<file path="config.mk">
export PLATFORM = sky130hd
export DESIGN_NAME = hazard_stall_unit_flat
export DESIGN_NICKNAME = d
export VERILOG_FILES = /design/src/rtl/hazard_stall_unit_pkg.sv /design/src/rtl/hazard_stall_unit_if.sv /design/src/rtl/hazard_stall_unit_md_stall_fsm.sv /design/src/rtl/hazard_stall_unit.sv /design/src/flat_wrapper.sv
export SDC_FILE = /design/constraint.sdc
export NUM_CORES = 1
export LEC_CHECK = 0
export BUFFER_PORTS_ARGS = -buffer_cell sky130_fd_sc_hd__buf_2
export CAP_MARGIN = 15
export CORE_AREA = 4 4 71 73
export CTS_CLUSTER_SIZE = 8
export DETAILED_ROUTE_END_ITERATION = 8
export DIE_AREA = 0 0 75 77
export PLACE_DENSITY = 0.72
export REMOVE_ABC_BUFFERS = 1
export SYNTH_ARGS = -nofsm -noshare
export SYNTH_HDL_FRONTEND = slang
export SYNTH_HIERARCHICAL = 1
export SYNTH_SLANG_ARGS = --single-unit
</file>
<file path="constraint.sdc">
create_clock -name clk -period 5.7 [get_ports clk]
set_input_delay 0.285 -clock clk [delete_from_list [all_inputs] [get_ports clk]]
set_output_delay 0.285 -clock clk [all_outputs]
set_load 0.02 [all_outputs]
</file>
<file path="src/rtl/hazard_stall_unit_pkg.sv">
`default_nettype none
// ============================================================================
//  Module      : hazard_stall_unit_pkg
//  Description : Shared pipeline definitions for the hazard stall/flush unit:
//                mul/div FSM state encoding, the zero-register constant, the
//                stall counter width and a register-hit helper.
//  Revision    : 1.0 - initial release
// ============================================================================
package hazard_stall_unit_pkg;

  typedef enum logic [1:0] {
    MD_IDLE = 2'd0,
    MD_BUSY = 2'd1,
    MD_DONE = 2'd2
  } md_state_t;

  localparam logic [4:0] REG_ZERO    = 5'd0;
  localparam int         STALL_CNT_W = 32;

  // A writer hits a source register when it writes that register and the
  // register is not the hard-wired zero register.
  function automatic logic reg_hit(input logic       wr,
                                   input logic [4:0] waddr,
                                   input logic [4:0] r);
    return wr && (waddr == r) && (r != REG_ZERO);
  endfunction

endpackage
`default_nettype wire

</file>
<file path="src/rtl/hazard_stall_unit_if.sv">
`default_nettype none
// ============================================================================
//  Module      : hazard_stall_unit_if
//  Description : Pipeline <-> hazard unit bundle. The master side is the
//                pipeline (drives stage information, receives controls); the
//                slave side is the hazard stall unit.
//  Revision    : 1.0 - initial release
// ============================================================================
interface hazard_stall_unit_if;
  import hazard_stall_unit_pkg::*;

  // ID-stage operand information
  logic [4:0] rs_ID;
  logic [4:0] rt_ID;
  logic       use_rs_ID;
  logic       use_rt_ID;
  logic       Branch_ID;
  logic       JumpReg_ID;
  logic       Jump_ID;
  logic       BranchTaken_ID;

  // Writers in EX and MEM
  logic [4:0] REG_WRITE_ADDR_EX;
  logic [4:0] REG_WRITE_ADDR_MEM;
  logic       RegWr_EX;
  logic       MemRd_EX;
  logic       RegWr_MEM;
  logic       MemRd_MEM;
  logic       MulDiv_EX;

  // Controls back to the pipeline
  logic       PCWr;
  logic       IFIDWr;
  logic       IDEXWr;
  logic       IFID_Flush;
  logic       IDEX_Flush;
  logic       EXMEM_Flush;
  logic       MD_busy;
  logic [STALL_CNT_W-1:0] stall_cnt;

  modport master (
    output rs_ID, rt_ID, use_rs_ID, use_rt_ID, Branch_ID, JumpReg_ID,
           Jump_ID, BranchTaken_ID, REG_WRITE_ADDR_EX, REG_WRITE_ADDR_MEM,
           RegWr_EX, MemRd_EX, RegWr_MEM, MemRd_MEM, MulDiv_EX,
    input  PCWr, IFIDWr, IDEXWr, IFID_Flush, IDEX_Flush, EXMEM_Flush,
           MD_busy, stall_cnt
  );

  modport slave (
    input  rs_ID, rt_ID, use_rs_ID, use_rt_ID, Branch_ID, JumpReg_ID,
           Jump_ID, BranchTaken_ID, REG_WRITE_ADDR_EX, REG_WRITE_ADDR_MEM,
           RegWr_EX, MemRd_EX, RegWr_MEM, MemRd_MEM, MulDiv_EX,
    output PCWr, IFIDWr, IDEXWr, IFID_Flush, IDEX_Flush, EXMEM_Flush,
           MD_busy, stall_cnt
  );

endinterface
`default_nettype wire

</file>
<file path="src/rtl/hazard_stall_unit_md_stall_fsm.sv">
`default_nettype none
// ============================================================================
//  Module      : md_stall_fsm
//  Description : Mul/div occupancy tracker. Holds the pipeline for exactly
//                MD_LATENCY cycles per mul/div, then spends one DONE cycle in
//                which MulDiv_EX is ignored so the same op cannot restart.
//  Revision    : 1.0 - initial release
// ============================================================================
module md_stall_fsm
  import hazard_stall_unit_pkg::*;
#(
  parameter int MD_LATENCY = 4
) (
  input  logic clk,
  input  logic rst_n,
  input  logic mul_div_ex,
  output logic md_stall
);

  localparam int CNT_W = (MD_LATENCY > 1) ? $clog2(MD_LATENCY) : 1;

  localparam logic [1:0]       ST_IDLE  = MD_IDLE;
  localparam logic [1:0]       ST_BUSY  = MD_BUSY;
  localparam logic [1:0]       ST_DONE  = MD_DONE;
  localparam logic [CNT_W-1:0] LOAD_VAL = CNT_W'(MD_LATENCY - 1);
  localparam logic [CNT_W-1:0] CNT_ONE  = CNT_W'(1);

  logic [1:0]       r_state;
  logic [1:0]       w_state_nxt;
  logic [CNT_W-1:0] r_cnt;
  logic [CNT_W-1:0] w_cnt_nxt;

  // Next-state and countdown: the IDLE cycle that sees the op is the first
  // stall cycle, so BUSY only has to cover the remaining MD_LATENCY-1.
  always_comb begin
    w_state_nxt = r_state;
    w_cnt_nxt   = r_cnt;
    case (r_state)
      ST_IDLE: begin
        if (mul_div_ex) begin
          w_cnt_nxt   = LOAD_VAL;
          w_state_nxt = (MD_LATENCY == 1) ? ST_DONE : ST_BUSY;
        end
      end
      ST_BUSY: begin
        w_cnt_nxt = r_cnt - 1'b1;
        if (r_cnt == CNT_ONE) begin
          w_state_nxt = ST_DONE;
        end
      end
      ST_DONE: begin
        w_state_nxt = ST_IDLE;
      end
      default: begin
        w_state_nxt = ST_IDLE;
        w_cnt_nxt   = '0;
      end
    endcase
  end

  // State and counter registers; reset abandons any operation in flight.
  always_ff @(posedge clk or negedge rst_n) begin
    if (!rst_n) begin
      r_state <= ST_IDLE;
      r_cnt   <= '0;
    end else begin
      r_state <= w_state_nxt;
      r_cnt   <= w_cnt_nxt;
    end
  end

  assign md_stall = ((r_state == ST_IDLE) && mul_div_ex) || (r_state == ST_BUSY);

endmodule
`default_nettype wire

</file>
<file path="src/rtl/hazard_stall_unit.sv">
`default_nettype none
// ============================================================================
//  Module      : hazard_stall_unit
//  Description : Stall/flush controller for the five-stage pipeline. Covers
//                load-use, stale ID-stage branch/jr operands and (optionally)
//                multi-cycle mul/div occupancy of EX. Keeps a free-running
//                count of cycles in which the PC was held.
//                Optional feature macro: HAZARD_MULDIV_EN (mul/div stall FSM).
//  Revision    : 1.0 - initial release
// ============================================================================
module hazard_stall_unit
  import hazard_stall_unit_pkg::*;
#(
  parameter int MD_LATENCY = 4
) (
  input  logic                 clk,
  input  logic                 rst_n,
  hazard_stall_unit_if.slave   bus
);

  logic w_ld_stall;
  logic w_br_stall;
  logic w_rs_stale;
  logic w_rt_stale;
  logic w_id_stall;
  logic w_md_stall;
  logic w_any_stall;
  logic w_redirect;

  logic [STALL_CNT_W-1:0] r_stall_cnt;

  // Load-use: only a load in EX cannot be bypassed into EX next cycle.
  assign w_ld_stall = rst_n & bus.MemRd_EX &
      ((bus.use_rs_ID & reg_hit(bus.RegWr_EX, bus.REG_WRITE_ADDR_EX, bus.rs_ID)) |
       (bus.use_rt_ID & reg_hit(bus.RegWr_EX, bus.REG_WRITE_ADDR_EX, bus.rt_ID)));

  // ID compare operands are stale if any EX writer targets them, or a load
  // in MEM does (its data only arrives at the end of MEM).
  assign w_rs_stale = reg_hit(bus.RegWr_EX, bus.REG_WRITE_ADDR_EX, bus.rs_ID) |
      (bus.MemRd_MEM & reg_hit(bus.RegWr_MEM, bus.REG_WRITE_ADDR_MEM, bus.rs_ID));
  assign w_rt_stale = reg_hit(bus.RegWr_EX, bus.REG_WRITE_ADDR_EX, bus.rt_ID) |
      (bus.MemRd_MEM & reg_hit(bus.RegWr_MEM, bus.REG_WRITE_ADDR_MEM, bus.rt_ID));

  assign w_br_stall = rst_n &
      (((bus.Branch_ID | bus.JumpReg_ID) & w_rs_stale) | (bus.Branch_ID & w_rt_stale));

  assign w_id_stall = w_ld_stall | w_br_stall;

`ifdef HAZARD_MULDIV_EN
  logic w_md_raw;

  md_stall_fsm #(
    .MD_LATENCY (MD_LATENCY)
  ) u_md_stall_fsm (
    .clk        (clk),
    .rst_n      (rst_n),
    .mul_div_ex (bus.MulDiv_EX),
    .md_stall   (w_md_raw)
  );

  // Controls must read as "run" while reset is held, whatever EX shows.
  assign w_md_stall = rst_n & w_md_raw;
`else
  logic w_unused_md;

  assign w_unused_md = &{1'b0, bus.MulDiv_EX, MD_LATENCY[0]};
  assign w_md_stall  = 1'b0;
`endif

  assign w_any_stall = w_md_stall | w_id_stall;
  assign w_redirect  = bus.BranchTaken_ID | bus.Jump_ID | bus.JumpReg_ID;

  // Mul/div freezes everything up to EX and bubbles MEM; it outranks the ID
  // stall, so ID/EX is held rather than flushed while it is active.
  assign bus.PCWr        = ~w_any_stall;
  assign bus.IFIDWr      = ~w_any_stall;
  assign bus.IDEXWr      = ~w_md_stall;
  assign bus.IDEX_Flush  = w_id_stall & ~w_md_stall;
  assign bus.EXMEM_Flush = w_md_stall;
  assign bus.MD_busy     = w_md_stall;
  assign bus.IFID_Flush  = rst_n & w_redirect & ~w_any_stall;
  assign bus.stall_cnt   = r_stall_cnt;

  // Count every cycle the PC is held; wraps naturally at the counter width.
  always_ff @(posedge clk or negedge rst_n) begin
    if (!rst_n) begin
      r_stall_cnt <= '0;
    end else if (w_any_stall) begin
      r_stall_cnt <= r_stall_cnt + 1'b1;
    end
  end

endmodule
`default_nettype wire

</file>
<file path="src/flat_wrapper.sv">
// flat-port wrapper written by rule: the top's interface ports become plain ports
module hazard_stall_unit_flat import hazard_stall_unit_pkg::*;
#(
  parameter int MD_LATENCY = 4
)
  (clk, rst_n, bus_rs_ID, bus_rt_ID, bus_use_rs_ID, bus_use_rt_ID, bus_Branch_ID, bus_JumpReg_ID, bus_Jump_ID, bus_BranchTaken_ID, bus_REG_WRITE_ADDR_EX, bus_REG_WRITE_ADDR_MEM, bus_RegWr_EX, bus_MemRd_EX, bus_RegWr_MEM, bus_MemRd_MEM, bus_MulDiv_EX, bus_PCWr, bus_IFIDWr, bus_IDEXWr, bus_IFID_Flush, bus_IDEX_Flush, bus_EXMEM_Flush, bus_MD_busy, bus_stall_cnt);
  hazard_stall_unit_if bus_i ();
  input  logic clk;
  input  logic rst_n;
  input wire logic [$bits(bus_i.rs_ID)-1:0] bus_rs_ID;
  input wire logic [$bits(bus_i.rt_ID)-1:0] bus_rt_ID;
  input wire logic [$bits(bus_i.use_rs_ID)-1:0] bus_use_rs_ID;
  input wire logic [$bits(bus_i.use_rt_ID)-1:0] bus_use_rt_ID;
  input wire logic [$bits(bus_i.Branch_ID)-1:0] bus_Branch_ID;
  input wire logic [$bits(bus_i.JumpReg_ID)-1:0] bus_JumpReg_ID;
  input wire logic [$bits(bus_i.Jump_ID)-1:0] bus_Jump_ID;
  input wire logic [$bits(bus_i.BranchTaken_ID)-1:0] bus_BranchTaken_ID;
  input wire logic [$bits(bus_i.REG_WRITE_ADDR_EX)-1:0] bus_REG_WRITE_ADDR_EX;
  input wire logic [$bits(bus_i.REG_WRITE_ADDR_MEM)-1:0] bus_REG_WRITE_ADDR_MEM;
  input wire logic [$bits(bus_i.RegWr_EX)-1:0] bus_RegWr_EX;
  input wire logic [$bits(bus_i.MemRd_EX)-1:0] bus_MemRd_EX;
  input wire logic [$bits(bus_i.RegWr_MEM)-1:0] bus_RegWr_MEM;
  input wire logic [$bits(bus_i.MemRd_MEM)-1:0] bus_MemRd_MEM;
  input wire logic [$bits(bus_i.MulDiv_EX)-1:0] bus_MulDiv_EX;
  output wire logic [$bits(bus_i.PCWr)-1:0] bus_PCWr;
  output wire logic [$bits(bus_i.IFIDWr)-1:0] bus_IFIDWr;
  output wire logic [$bits(bus_i.IDEXWr)-1:0] bus_IDEXWr;
  output wire logic [$bits(bus_i.IFID_Flush)-1:0] bus_IFID_Flush;
  output wire logic [$bits(bus_i.IDEX_Flush)-1:0] bus_IDEX_Flush;
  output wire logic [$bits(bus_i.EXMEM_Flush)-1:0] bus_EXMEM_Flush;
  output wire logic [$bits(bus_i.MD_busy)-1:0] bus_MD_busy;
  output wire logic [$bits(bus_i.stall_cnt)-1:0] bus_stall_cnt;
  assign bus_i.rs_ID = bus_rs_ID;
  assign bus_i.rt_ID = bus_rt_ID;
  assign bus_i.use_rs_ID = bus_use_rs_ID;
  assign bus_i.use_rt_ID = bus_use_rt_ID;
  assign bus_i.Branch_ID = bus_Branch_ID;
  assign bus_i.JumpReg_ID = bus_JumpReg_ID;
  assign bus_i.Jump_ID = bus_Jump_ID;
  assign bus_i.BranchTaken_ID = bus_BranchTaken_ID;
  assign bus_i.REG_WRITE_ADDR_EX = bus_REG_WRITE_ADDR_EX;
  assign bus_i.REG_WRITE_ADDR_MEM = bus_REG_WRITE_ADDR_MEM;
  assign bus_i.RegWr_EX = bus_RegWr_EX;
  assign bus_i.MemRd_EX = bus_MemRd_EX;
  assign bus_i.RegWr_MEM = bus_RegWr_MEM;
  assign bus_i.MemRd_MEM = bus_MemRd_MEM;
  assign bus_i.MulDiv_EX = bus_MulDiv_EX;
  assign bus_PCWr = bus_i.PCWr;
  assign bus_IFIDWr = bus_i.IFIDWr;
  assign bus_IDEXWr = bus_i.IDEXWr;
  assign bus_IFID_Flush = bus_i.IFID_Flush;
  assign bus_IDEX_Flush = bus_i.IDEX_Flush;
  assign bus_EXMEM_Flush = bus_i.EXMEM_Flush;
  assign bus_MD_busy = bus_i.MD_busy;
  assign bus_stall_cnt = bus_i.stall_cnt;
  hazard_stall_unit #(.MD_LATENCY(MD_LATENCY)) u_core (.clk(clk), .rst_n(rst_n), .bus(bus_i));
endmodule
</file>
==> out/metrics.csv, run 1 <==
stage,metric,value,unit
placed_design,dp_hpwl,3000,um
cells_and_area,final_common_cell,buf_2,
detailed_routing,vias_per_cell,4.87,
setup_path,crit_top_cell,buf_2,
detailed_routing,vias,1472,
cells_and_area,largest_register_ffs,32,
clocking,cts.reportedPaths.clkPinSlew,0.06,ns
setup_path,critical_path_capture_point_type,primary output,
clocking,clock_tree.htree_level_count,2,
power,seq_power_share,0.492,
floorplanning,ios,72,
floorplanning,height_of_the_chip,77,um
run_status,status,completed,
power,switching_share,0.247,
floorplanning,floorplan.die_area,5780,um^2
detailed_routing,drcViolationCount,0,
setup_path,cpLargestDelayFamily,compound AO/OA/AOI/OAI gates,
synth,netlist_area,1920,um^2
grt,first_global_vias,1451,
grt,pin_count_of_the_biggest_net_entering_global_routing,37,
timing,final.hold.worst_slack,0.0718,ns
grt,total_grt_usage,0.143,
cells_and_area,nets,284,
power,pwr_density_cell,206,nW/um^2
setup_path,timing.setup.critical_path_class,in2out,
setup_path,worst-path-buf-inv,3,
synth,synth-warning-count,6,
timing,total_negative_slack,0,ns
clocking,clock_tree.buffer_depth,2,
placed_design,count_of_buffers_inserted_at_the_top_level_ports,67,
power,p_leak,1.22,nW
setup_path,worstSetupStartpointType,input pin,
flow_run,maxCapViolations,0,
timing,slew-limit-headroom,0.467,
setup_path,worst-endpoint-arrival,1.91,ns
clocking,clock-root-buffer,clkbuf_8,
synth,ys_types,37,
timing,timing.final.setup_violations,0,
synth,post_synth_edffs,0,
detailed_routing,ant_nets,0,
clocking,tritoncts,yes,
clocking,post_cts_resized,0,
timing,setup_repair_after_global_routing_missed_its_margin,no,
timing,hold_violation_total_from_the_final_report,0,
setup_path,worst_path_max_delay_cell,nor4_1,
floorplanning,placement_rows,24,
cells_and_area,stdcell_count,302,
synth,synthesized_instance_count,182,
grt,grt_pass1_wl,6440,um
synth,mean_syn_cell_area,10.5,um^2
clocking,postCtsSetupBuffers,0,
hold_path,timing.hold.worst.class,in2async,
synth,synth_seq_cells,32,
floorplanning,initial_utilization,0.441,
power,ir_drop,0.0711,mV
detailed_routing,first_pass_iters,4,
synth,synth_seq_area_share,0.417,
power,cell_internal_pwr,0.000367,W
placed_design,place_inst,295,
timing,clock_period_minus_worst_slack,2.19,ns
detailed_routing,avgRoutedWirePerCell,12.8,um
placed_design,gp_routability_congestion,0.755,
power,combinationalPowerShare,0.132,
cells_and_area,antenna-diode-count,0,
timing,clock.fmax,456,MHz
synth,postSynth.topFlopCell,dfrtp_1,
clocking,cts_hold_buffers,0,
timing,maxSlewViolCount,0,
setup_path,critPathMaxFanout,8,
clocking,clkSinkCount,32,
timing,final_min_period_over_clock_period,0.385,
detailed_routing,detail_route.wirelength,3870,um
setup_path,cp_cell_sequence,buf_2 > xor2_1 > nor4_1 > a32oi_1 > a211oi_4 > o21ai_2 > inv_1 > buf_2,
grt,overflow,0,
clocking,worstSkewPairLatency,0.28,ns
setup_path,crit_required,5.41,ns
cells_and_area,most-common-layout-cells,"67 x buf_2, 37 x xor2_1, 32 x dfrtp_1",
grt,antenna_found_initial,0,
cells_and_area,post_route_cells_drive_above_1_share,0.392,
floorplanning,core-area,4350,um^2
setup_path,timing.critical_path.slowest_cell_delay,0.40,ns
power,clockPowerShare,0.377,
timing,finalClockSkew,0.00441,ns
detailed_routing,detail_route.iter0.violations,27,
cells_and_area,syn2layout_area_growth,23.1,%
floorplanning,die_width,75,um
clocking,cts_buf_count,5,
power,switchingPower,0.000121,W
synth,synth-async-reset-ratio,1.00,
timing,worst_pin_slew,0.799,ns
## layout make-up
class / count / area (um^2)
multi-input combinational: 135 / 1030
sequential: 32 / 801
timing repair buffer: 67 / 335
inverter: 9 / 33.8
tap: 52 / 65.1
clock buffer: 7 / 96.3
fill: 393 / 1990
## power by group through the flow
stage | logic (W) | registers, W | clock network, W
after detailed placement | 0.0000651 | 0.000244 | 0
after global routing | 0.0000702 | 0.000241 | 0.000199
after floorplan | 0.0000260 | 0.000251 | 0
after CTS | 0.0000651 | 0.000240 | 0.000193
after global placement | 0.0000639 | 0.000244 | 0
final | 0.0000642 | 0.000240 | 0.000184
## cells by family (layout without fill, tap and decap cells)
logic type | Yosys count | count (layout) | synth area share
buf+inv | 16 | 83 | 0.0469
xor+xnor | 51 | 51 | 0.233
other cells | 2 | 3 | 0.00391
simple gates | 71 | 71 | 0.247
compound gates | 8 | 8 | 0.0398
fa+ha+maj | 1 | 1 | 0.00652
mux | 1 | 1 | 0.00587
flops | 32 | 32 | 0.417
## through the flow
step | power [W] | util | setup slack [ns] | area, um^2
2_1_floorplan | 0.000277 | - | 3.58 | 1870
5_1_grt | 0.000510 | 0.543 | 3.30 | 2360
4_1_cts | 0.000498 | 0.543 | 3.48 | 2360
3_5_place_dp | 0.000309 | 0.521 | 3.31 | 2270
3_3_place_gp | 0.000307 | 0.521 | 3.35 | 2270
6_report | 0.000488 | 0.543 | 3.51 | 2360
## synthesized netlist by cell type, types with 2 or more instances
cell type / number / area [um^2]
conb_1: 2 / 7.51
nor2_1: 18 / 67.6
inv_1: 9 / 33.8
o21ai_2: 3 / 26.3
nand2_1: 11 / 41.3
nor4_1: 3 / 18.8
dfrtp_1: 32 / 801
xnor2_1: 14 / 123
buf_4: 4 / 30.0
or3_1: 2 / 12.5
nand3_1: 7 / 35.0
nand2b_1: 3 / 18.8
buf_6: 2 / 22.5
nor3_1: 2 / 10.0
nor3_2: 8 / 80.1
xor2_1: 37 / 324
or4_1: 2 / 15.0
nor4_2: 4 / 50.1
## worst reg2reg max path: cells and delay by family, from the launching register on
kind          cells  cell delay (ns)
simple gates      6             1.49
flops             1             0.41
xor+xnor          1             0.14
## path summary, 6_finish.rpt
check,endpoint,cells after the start,from,slack [ns]
worst min register to register,u_core/bus.stall_cnt[31]$_DFFE_PN0P_,1,u_core/bus.stall_cnt[31]$_DFFE_PN0P_,0.47
worst min-delay path,u_core/bus.stall_cnt[17]$_DFFE_PN0P_,1,rst_n,0.07
worst max-delay path,bus_IDEX_Flush,8,bus_rs_ID[4],3.51
min in group clk,u_core/bus.stall_cnt[31]$_DFFE_PN0P_,1,u_core/bus.stall_cnt[31]$_DFFE_PN0P_,0.47
max in group asynchronous,u_core/bus.stall_cnt[12]$_DFFE_PN0P_,1,rst_n,5.14
worst max register to register,u_core/bus.stall_cnt[31]$_DFFE_PN0P_,7,u_core/bus.stall_cnt[14]$_DFFE_PN0P_,3.56
## routing by layer
| metal | vias to the layer above | global-route usage | wire (um) |
|---|---|---|---|
| li1 | 727 | - | - |
| met1 | 678 | 0.166 | 1600 |
| met2 | 58 | 0.227 | 1790 |
| met3 | 9 | 0.0562 | 384 |
| met4 | 0 | 0.0623 | 94 |
| met5 | - | 0 | 0 |
No activity file was read; power rests on OpenSTA's default activity.
==> inputs of run 2 (changes only) <==
- clock period: 5.7 -> 2.2 ns (I/O delays scaled with it)
==> run 2 against run 1 <==
  * Critical path type is now reg2reg
  * Via count down 0.14%
  * Global-route usage up 0.83 points
  * Clock power up 140%
  * Sequential share of layout area down 0.34 points
  * Setup slack worse by 3.3 ns
  * Final area up 1.0%
==> out/metrics.csv, run 2 (same netlist as run 1, synthesis figures left out) <==
stage,metric,value,unit,change
clocking,clkSinkCount,32,,unchanged
clocking,clock-root-buffer,clkbuf_8,,
setup_path,cp_cell_sequence,and4_1 > nand3_2 > nor4_4 > nand4_4 > nor4_2 > nand3b_1 > xnor2_1,,
timing,timing.final.setup_violations,0,,unchanged
setup_path,worst_path_max_delay_cell,dfrtp_1,,
placed_design,gp_routability_congestion,0.775,,+2.6%
cells_and_area,finalCoreUtilization,0.548,,+0.00546
timing,worst_pin_slew,0.788,ns,-0.0111 ns
detailed_routing,avgRoutedWirePerCell,13.1,um,+2.1%
setup_path,worstSetupStartpointType,register,,
cells_and_area,post_route_cells_drive_above_1_share,0.400,,+0.00800
placed_design,dp_hpwl,3150,um,+5.1%
placed_design,place_inst,298,,+1.0%
clocking,worstSkewPairLatency,0.28,ns,about the same
grt,antenna_found_initial,0,,unchanged
grt,grt_pass1_wl,6710,um,+4.2%
timing,total_negative_slack,0,ns,unchanged
timing,maxSlewViolCount,0,,unchanged
floorplanning,placement_rows,24,,unchanged
cells_and_area,largest_register_ffs,32,,unchanged
power,pwr_density_cell,514,nW/um^2,+150%
cells_and_area,antenna-diode-count,0,,unchanged
cells_and_area,most-common-layout-cells,"67 x buf_2, 37 x xor2_1, 32 x dfrtp_1",,
floorplanning,die_width,75,um,unchanged
clocking,clock_tree.buffer_depth,2,,unchanged
clocking,clock_tree.htree_level_count,2,,unchanged
grt,first_global_vias,1462,,+0.76%
detailed_routing,drcViolationCount,0,,unchanged
detailed_routing,ant_nets,0,,unchanged
floorplanning,core-area,4350,um^2,unchanged
detailed_routing,vias,1470,,-0.14%
floorplanning,initial_utilization,0.441,,unchanged
cells_and_area,fillerInstances,382,,-2.8%
hold_path,timing.hold.worst.class,in2async,,
setup_path,timing.critical_path.slowest_cell_delay,0.42,ns,+0.02 ns
placed_design,count_of_buffers_inserted_at_the_top_level_ports,67,,unchanged
floorplanning,height_of_the_chip,77,um,unchanged
timing,hold_violation_total_from_the_final_report,0,,unchanged
grt,pin_count_of_the_biggest_net_entering_global_routing,31,,-16%
setup_path,critical_path_capture_point_type,register,,
grt,overflow,0,,unchanged
grt,total_grt_usage,0.151,,+0.00835
timing,clock.fmax,498,MHz,
floorplanning,floorplan.die_area,5780,um^2,unchanged
detailed_routing,first_pass_iters,4,,unchanged
detailed_routing,vias_per_cell,4.79,,-1.8%
detailed_routing,detail_route.wirelength,4020,um,+3.8%
power,p_leak,1.24,nW,+1.3%
detailed_routing,detail_route.iter0.violations,70,,+160%
power,ir_drop,0.245,mV,+240%
cells_and_area,syn2layout_area_growth,24.4,%,
cells_and_area,stdcell_count,307,,+1.7%
timing,finalClockSkew,0.00496,ns,+0.000541 ns
run_status,status,completed,,
setup_path,worst-endpoint-arrival,2.18,ns,+0.27 ns
cells_and_area,nets,288,,+1.4%
setup_path,crit_required,2.37,ns,-3.04 ns
timing,final_min_period_over_clock_period,0.913,,
setup_path,critPathMaxFanout,5,,-3
flow_run,maxCapViolations,0,,unchanged
timing,slew-limit-headroom,0.475,,+0.00740
clocking,cts_buf_count,5,,unchanged
clocking,postCtsSetupBuffers,0,,unchanged
clocking,cts.reportedPaths.clkPinSlew,0.07,ns,about the same
floorplanning,ios,72,,unchanged
timing,setup_repair_after_global_routing_missed_its_margin,no,,
cells_and_area,final_common_cell,buf_2,,
setup_path,timing.setup.critical_path_class,reg2reg,,
timing,clock_period_minus_worst_slack,2.01,ns,
clocking,tritoncts,yes,,
run 2: changes by cell type in the layout (fill, tap and decap cells not counted), sizes merged:
cell	change
buf	+3
clkbuf	-2
clkinv	+3
dlygate4sd3	+1
run 2: final timing paths:
path | startpoint | endpoint | slack, ns | depth (start not counted)
max | u_core/bus.stall_cnt[6]$_DFFE_PN0P_ | u_core/bus.stall_cnt[31]$_DFFE_PN0P_ | 0.19 | 7
min | rst_n | u_core/bus.stall_cnt[1]$_DFFE_PN0P_ | 0.23 | 2
max reg2reg | u_core/bus.stall_cnt[6]$_DFFE_PN0P_ | u_core/bus.stall_cnt[31]$_DFFE_PN0P_ | 0.19 | 7
min reg2reg | u_core/bus.stall_cnt[31]$_DFFE_PN0P_ | u_core/bus.stall_cnt[31]$_DFFE_PN0P_ | 0.48 | 1
max in group asynchronous | rst_n | u_core/bus.stall_cnt[27]$_DFFE_PN0P_ | 1.37 | 3
min in group clk | u_core/bus.stall_cnt[31]$_DFFE_PN0P_ | u_core/bus.stall_cnt[31]$_DFFE_PN0P_ | 0.48 | 1
run 2: worst max-delay path: cells and delay by family, from the launching register on:
family,cells,cell delay [ns]
AND/OR/NAND/NOR,6,1.34
flip-flops,1,0.42
XOR/XNOR,1,0.14
run 2: metrics by stage:
step | power, W | worst slack (ns) | area [um^2] | hold WS [ns]
after CTS | 0.00126 | 0.106 | 2390 | 0.232
after global placement | 0.000799 | 0.0344 | 2290 | -0.0612
after floorplan | 0.000717 | 0.0798 | 1870 | -0.186
after global routing | 0.00130 | 0.0250 | 2390 | 0.247
final | 0.00123 | 0.191 | 2390 | 0.233
after detailed placement | 0.000804 | -0.0104 | 2290 | -0.0584
run 2: final cells by class:
class	count	area, um^2	area share
clock buffers	5	68.8	0.0288
inverters	9	33.8	0.0142
flip-flops and latches	32	801	0.335
multi-input cells	135	1030	0.432
repair buffers	71	368	0.154
well taps	52	65.1	0.0273
clock inverters	3	18.8	0.00786
run 2: power by group:
part           total, W  internal [W]  leakage, nW  switching [W]
Sequential     0.000620      0.000604        0.413      0.0000163
Clock          0.000437      0.000220       0.0479       0.000217
Combinational  0.000171     0.0000715        0.778      0.0000993
run 2: what timing repair did:
item,CTS,global route
setup endpoints to repair,0,2
endpoints found under the hold margin,32,0
resized for setup,0,0
hold buffers,1,0
run 2: routing by layer:
metal	GRT usage	part of all wire	vias to the layer above
met5	0	0	-
met4	0.0712	0.020	0
met1	0.183	0.42	665
met2	0.239	0.47	58
li1	-	-	741
met3	0.0471	0.092	6
==> inputs of run 3 (changes only) <==
- ABC_AREA: default -> 1
- CORE_AREA: 4 4 71 73 -> 4 4 83 85
- DIE_AREA: 0 0 75 77 -> 0 0 87 89
- PLACE_DENSITY: 0.72 -> 0.68
==> run 3 against run 2 <==
  * Clock-buffer cell count is 2 higher
  * Wire length is 70% higher
  * Flip-flop and latch count did not move
  * Synthesized cell count up 130%
  * Cell count rose by 82%
  * Worst hold slack worse by 0.057 ns
  * Sequential power rose by 3%
  * Non-clock buffer count rose by 2
  * Core utilization decreased by 3.6 points
  * Critical path type unchanged
  * Largest cell class unchanged
==> out/metrics.csv, run 3 <==
stage,metric,value,unit,change
cells_and_area,most-common-layout-cells,"145 x nand2_1, 73 x nand3_1, 67 x buf_2",,
power,ir_drop,0.274,mV,+12%
grt,antenna_found_initial,0,,unchanged
grt,first_global_vias,2622,,+79%
timing,hold_violation_total_from_the_final_report,0,,unchanged
setup_path,worst_path_max_delay_cell,dfrtp_1,,
timing,total_negative_slack,0,ns,unchanged
synth,synth-async-reset-ratio,1.00,,unchanged
synth,synth-warning-count,6,,unchanged
hold_path,timing.hold.worst.class,in2async,,
timing,fin_ws,0.448,ns,+0.258 ns
clocking,post_cts_resized,0,,unchanged
timing,finalClockSkew,0.00146,ns,-0.00350 ns
clocking,cts.reportedPaths.clkPinSlew,0.07,ns,about the same
cells_and_area,nets,516,,+79%
detailed_routing,vias_per_cell,4.98,,+3.9%
timing,final.hold.worst_slack,0.177,ns,-0.0565 ns
clocking,clock_tree.htree_level_count,2,,unchanged
clocking,tritoncts,yes,,
floorplanning,die_width,87,um,+16%
timing,slew-limit-headroom,0.552,,+0.0774
grt,grt_pass1_wl,11800,um,+75%
synth,synth.most_common_cell,nand2_1,,
synth,synth.top_cells.by_count,"145 x nand2_1, 73 x nand3_1, 39 x nor2_1",,
grt,total_grt_usage,0.187,,+0.0363
detailed_routing,first_pass_iters,5,,+1
cells_and_area,multiInputGateArea,1620,um^2,+57%
placed_design,pre_cts_ws,0.417,ns,+0.427 ns
floorplanning,height_of_the_chip,89,um,+16%
detailed_routing,drcViolationCount,0,,unchanged
synth,postSynth.topFlopCell,dfrtp_1,,
flow_run,maxCapViolations,0,,unchanged
timing,worst_pin_slew,0.672,ns,-0.116 ns
timing,timing.final.setup_violations,0,,unchanged
detailed_routing,detail_route.iter0.violations,178,,+150%
setup_path,crit_top_cell,nand3_1,,
setup_path,timing.setup.critical_path_class,reg2reg,,
floorplanning,placement_rows,29,,+21%
setup_path,rrSetupSlack,0.45,ns,+0.26 ns
cells_and_area,post_route_cells_drive_above_1_share,0.219,,-0.181
detailed_routing,ant_nets,0,,unchanged
setup_path,rr_startpoint,u_core/bus.stall_cnt[1]$_DFFE_PN0P_,,
synth,ys_types,26,,-30%
clocking,clkSinkCount,32,,unchanged
timing,maxSlewViolCount,0,,unchanged
placed_design,count_of_buffers_inserted_at_the_top_level_ports,67,,unchanged
setup_path,worstSetupStartpointType,register,,
grt,pin_count_of_the_biggest_net_entering_global_routing,64,,+110%
placed_design,dp_hpwl,5390,um,+71%
setup_path,critPathMaxFanout,5,,unchanged
floorplanning,core-area,6200,um^2,+42%
synth,synthDominantCellAreaShare,0.299,,-0.119
synth,synth.top_cells.by_area,"dfrtp_1 30%, nand2_1 20%, nand3_1 14%, xor2_1 6.9%, nor2_1 5.5%",,
cells_and_area,final-seq-area,801,um^2,unchanged
setup_path,worst-endpoint-arrival,1.97,ns,-0.21 ns
synth,netlist_area,2680,um^2,+40%
synth,synthesized_instance_count,418,,+130%
floorplanning,initial_utilization,0.432,,-0.00866
power,pwr_density_cell,474,nW/um^2,-7.8%
detailed_routing,detail_route.wirelength,6830,um,+70%
timing,clock.fmax,571,MHz,+15%
setup_path,critical_path_capture_point_type,register,,
synth,synth_seq_area_share,0.299,,-0.119
floorplanning,ios,72,,unchanged
setup_path,crit_required,2.42,ns,+0.05 ns
clocking,cts_buf_count,5,,unchanged
synth,post_synth_edffs,0,,unchanged
cells_and_area,largest_register_ffs,32,,unchanged
cells_and_area,final_common_cell,nand2_1,,
run_status,status,completed,,
power,p_leak,1.76,nW,+42%
synth,mean_syn_cell_area,6.41,um^2,-39%
floorplanning,floorplan.die_area,7740,um^2,+34%
detailed_routing,avgRoutedWirePerCell,12.2,um,-6.7%
clocking,clock-root-buffer,clkbuf_8,,
clocking,worstSkewPairLatency,0.28,ns,about the same
setup_path,reg2regPathDepth,7,,unchanged
cells_and_area,fillerInstances,636,,+66%
timing,clock_period_minus_worst_slack,1.75,ns,-0.258 ns
setup_path,timing.critical_path.slowest_cell_delay,0.43,ns,about the same
setup_path,cp_cell_sequence,ha_1 > nand3_2 > nor3_2 > nand3_1 > xnor2_1 > nand3_1 > nand2_1,,
timing,setup_repair_after_global_routing_missed_its_margin,no,,
synth,synth_seq_cells,32,,unchanged
detailed_routing,vias,2786,,+90%
cells_and_area,syn2layout_area_growth,18.4,%,
setup_path,endpoint_of_the_worst_register_to_register_path,u_core/bus.stall_cnt[16]$_DFFE_PN0P_,,
grt,overflow,0,,unchanged
clocking,clock_tree.buffer_depth,2,,unchanged
synth,largest_area_contributor_in_the_synthesized_netlist,dfrtp_1,,
cells_and_area,antenna-diode-count,0,,unchanged
timing,final_min_period_over_clock_period,0.796,,-0.117
placed_design,gp_routability_congestion,0.928,,+20%
run 3: per-layer routing:
layer / vias up / share of wire / global-route usage
met5: - / 0 / 0
met4: 0 / 0.020 / 0.0623
met3: 16 / 0.055 / 0.0267
met2: 80 / 0.48 / 0.320
met1: 1243 / 0.44 / 0.244
li1: 1447 / - / -
run 3: cell families after synthesis:
group / Yosys count / share of synthesized area
simple gates: 290 / 0.483
buf+inv: 57 / 0.0989
fa+ha+maj: 1 / 0.00467
other cells: 2 / 0.00280
flops: 32 / 0.299
xor+xnor: 31 / 0.101
compound gates: 5 / 0.0103
run 3: worst max path at each step:
stage | from | endpoint | slack [ns]
after detailed placement | bus_rt_ID[3] | u_core/bus.stall_cnt[0]$_DFFE_PN0P_ | 0.42
after global placement | bus_rt_ID[3] | u_core/bus.stall_cnt[3]$_DFFE_PN0P_ | 0.44
after global routing | u_core/bus.stall_cnt[1]$_DFFE_PN0P_ | u_core/bus.stall_cnt[16]$_DFFE_PN0P_ | 0.29
after CTS | u_core/bus.stall_cnt[1]$_DFFE_PN0P_ | u_core/bus.stall_cnt[16]$_DFFE_PN0P_ | 0.46
final | u_core/bus.stall_cnt[1]$_DFFE_PN0P_ | u_core/bus.stall_cnt[16]$_DFFE_PN0P_ | 0.45
after floorplan | u_core/bus.stall_cnt[1]$_DFFE_PN0P_ | u_core/bus.stall_cnt[30]$_DFFE_PN0P_ | 0.53
run 3: cell type report:
class / instances / share of cell area
clock buffer: 7 / 0.0303
tap: 77 / 0.0303
inverter: 40 / 0.0473
clock inverter: 1 / 0.00946
timing repair buffer: 73 / 0.121
multi-input combinational: 330 / 0.510
sequential: 32 / 0.252
run 3: through the flow:
step | instances | power [W] | util | cell area (um^2)
final | 560 | 0.00151 | 0.512 | 3180
after global routing | 560 | 0.00158 | 0.512 | 3180
after CTS | 560 | 0.00152 | 0.512 | 3180
after detailed placement | 551 | 0.000898 | 0.490 | 3040
after global placement | 551 | 0.000892 | 0.490 | 3040
after floorplan | 402 | 0.000784 | - | 2570
run 3: power breakdown:
group	total [W]	leakage (nW)	internal, W	switching [W]
Clock	0.000620	0.0645	0.000400	0.000221
Sequential	0.000639	0.444	0.000607	0.0000317
Combinational	0.000246	1.25	0.0000880	0.000158
run 3: what timing repair did:
item	in CTS	in global routing
hold buffers	1	0
endpoints found under the hold margin	1	0
buffers inserted	0	0
run 3: critical path: cells and delay by family, from the launching register on:
| kind | cells | cell delay (ns) |
|---|---|---|
| and+or+nand+nor | 5 | 0.82 |
| DFF | 1 | 0.43 |
| xor gates and xnor gates | 1 | 0.18 |
| adders and majority gates | 1 | 0.26 |
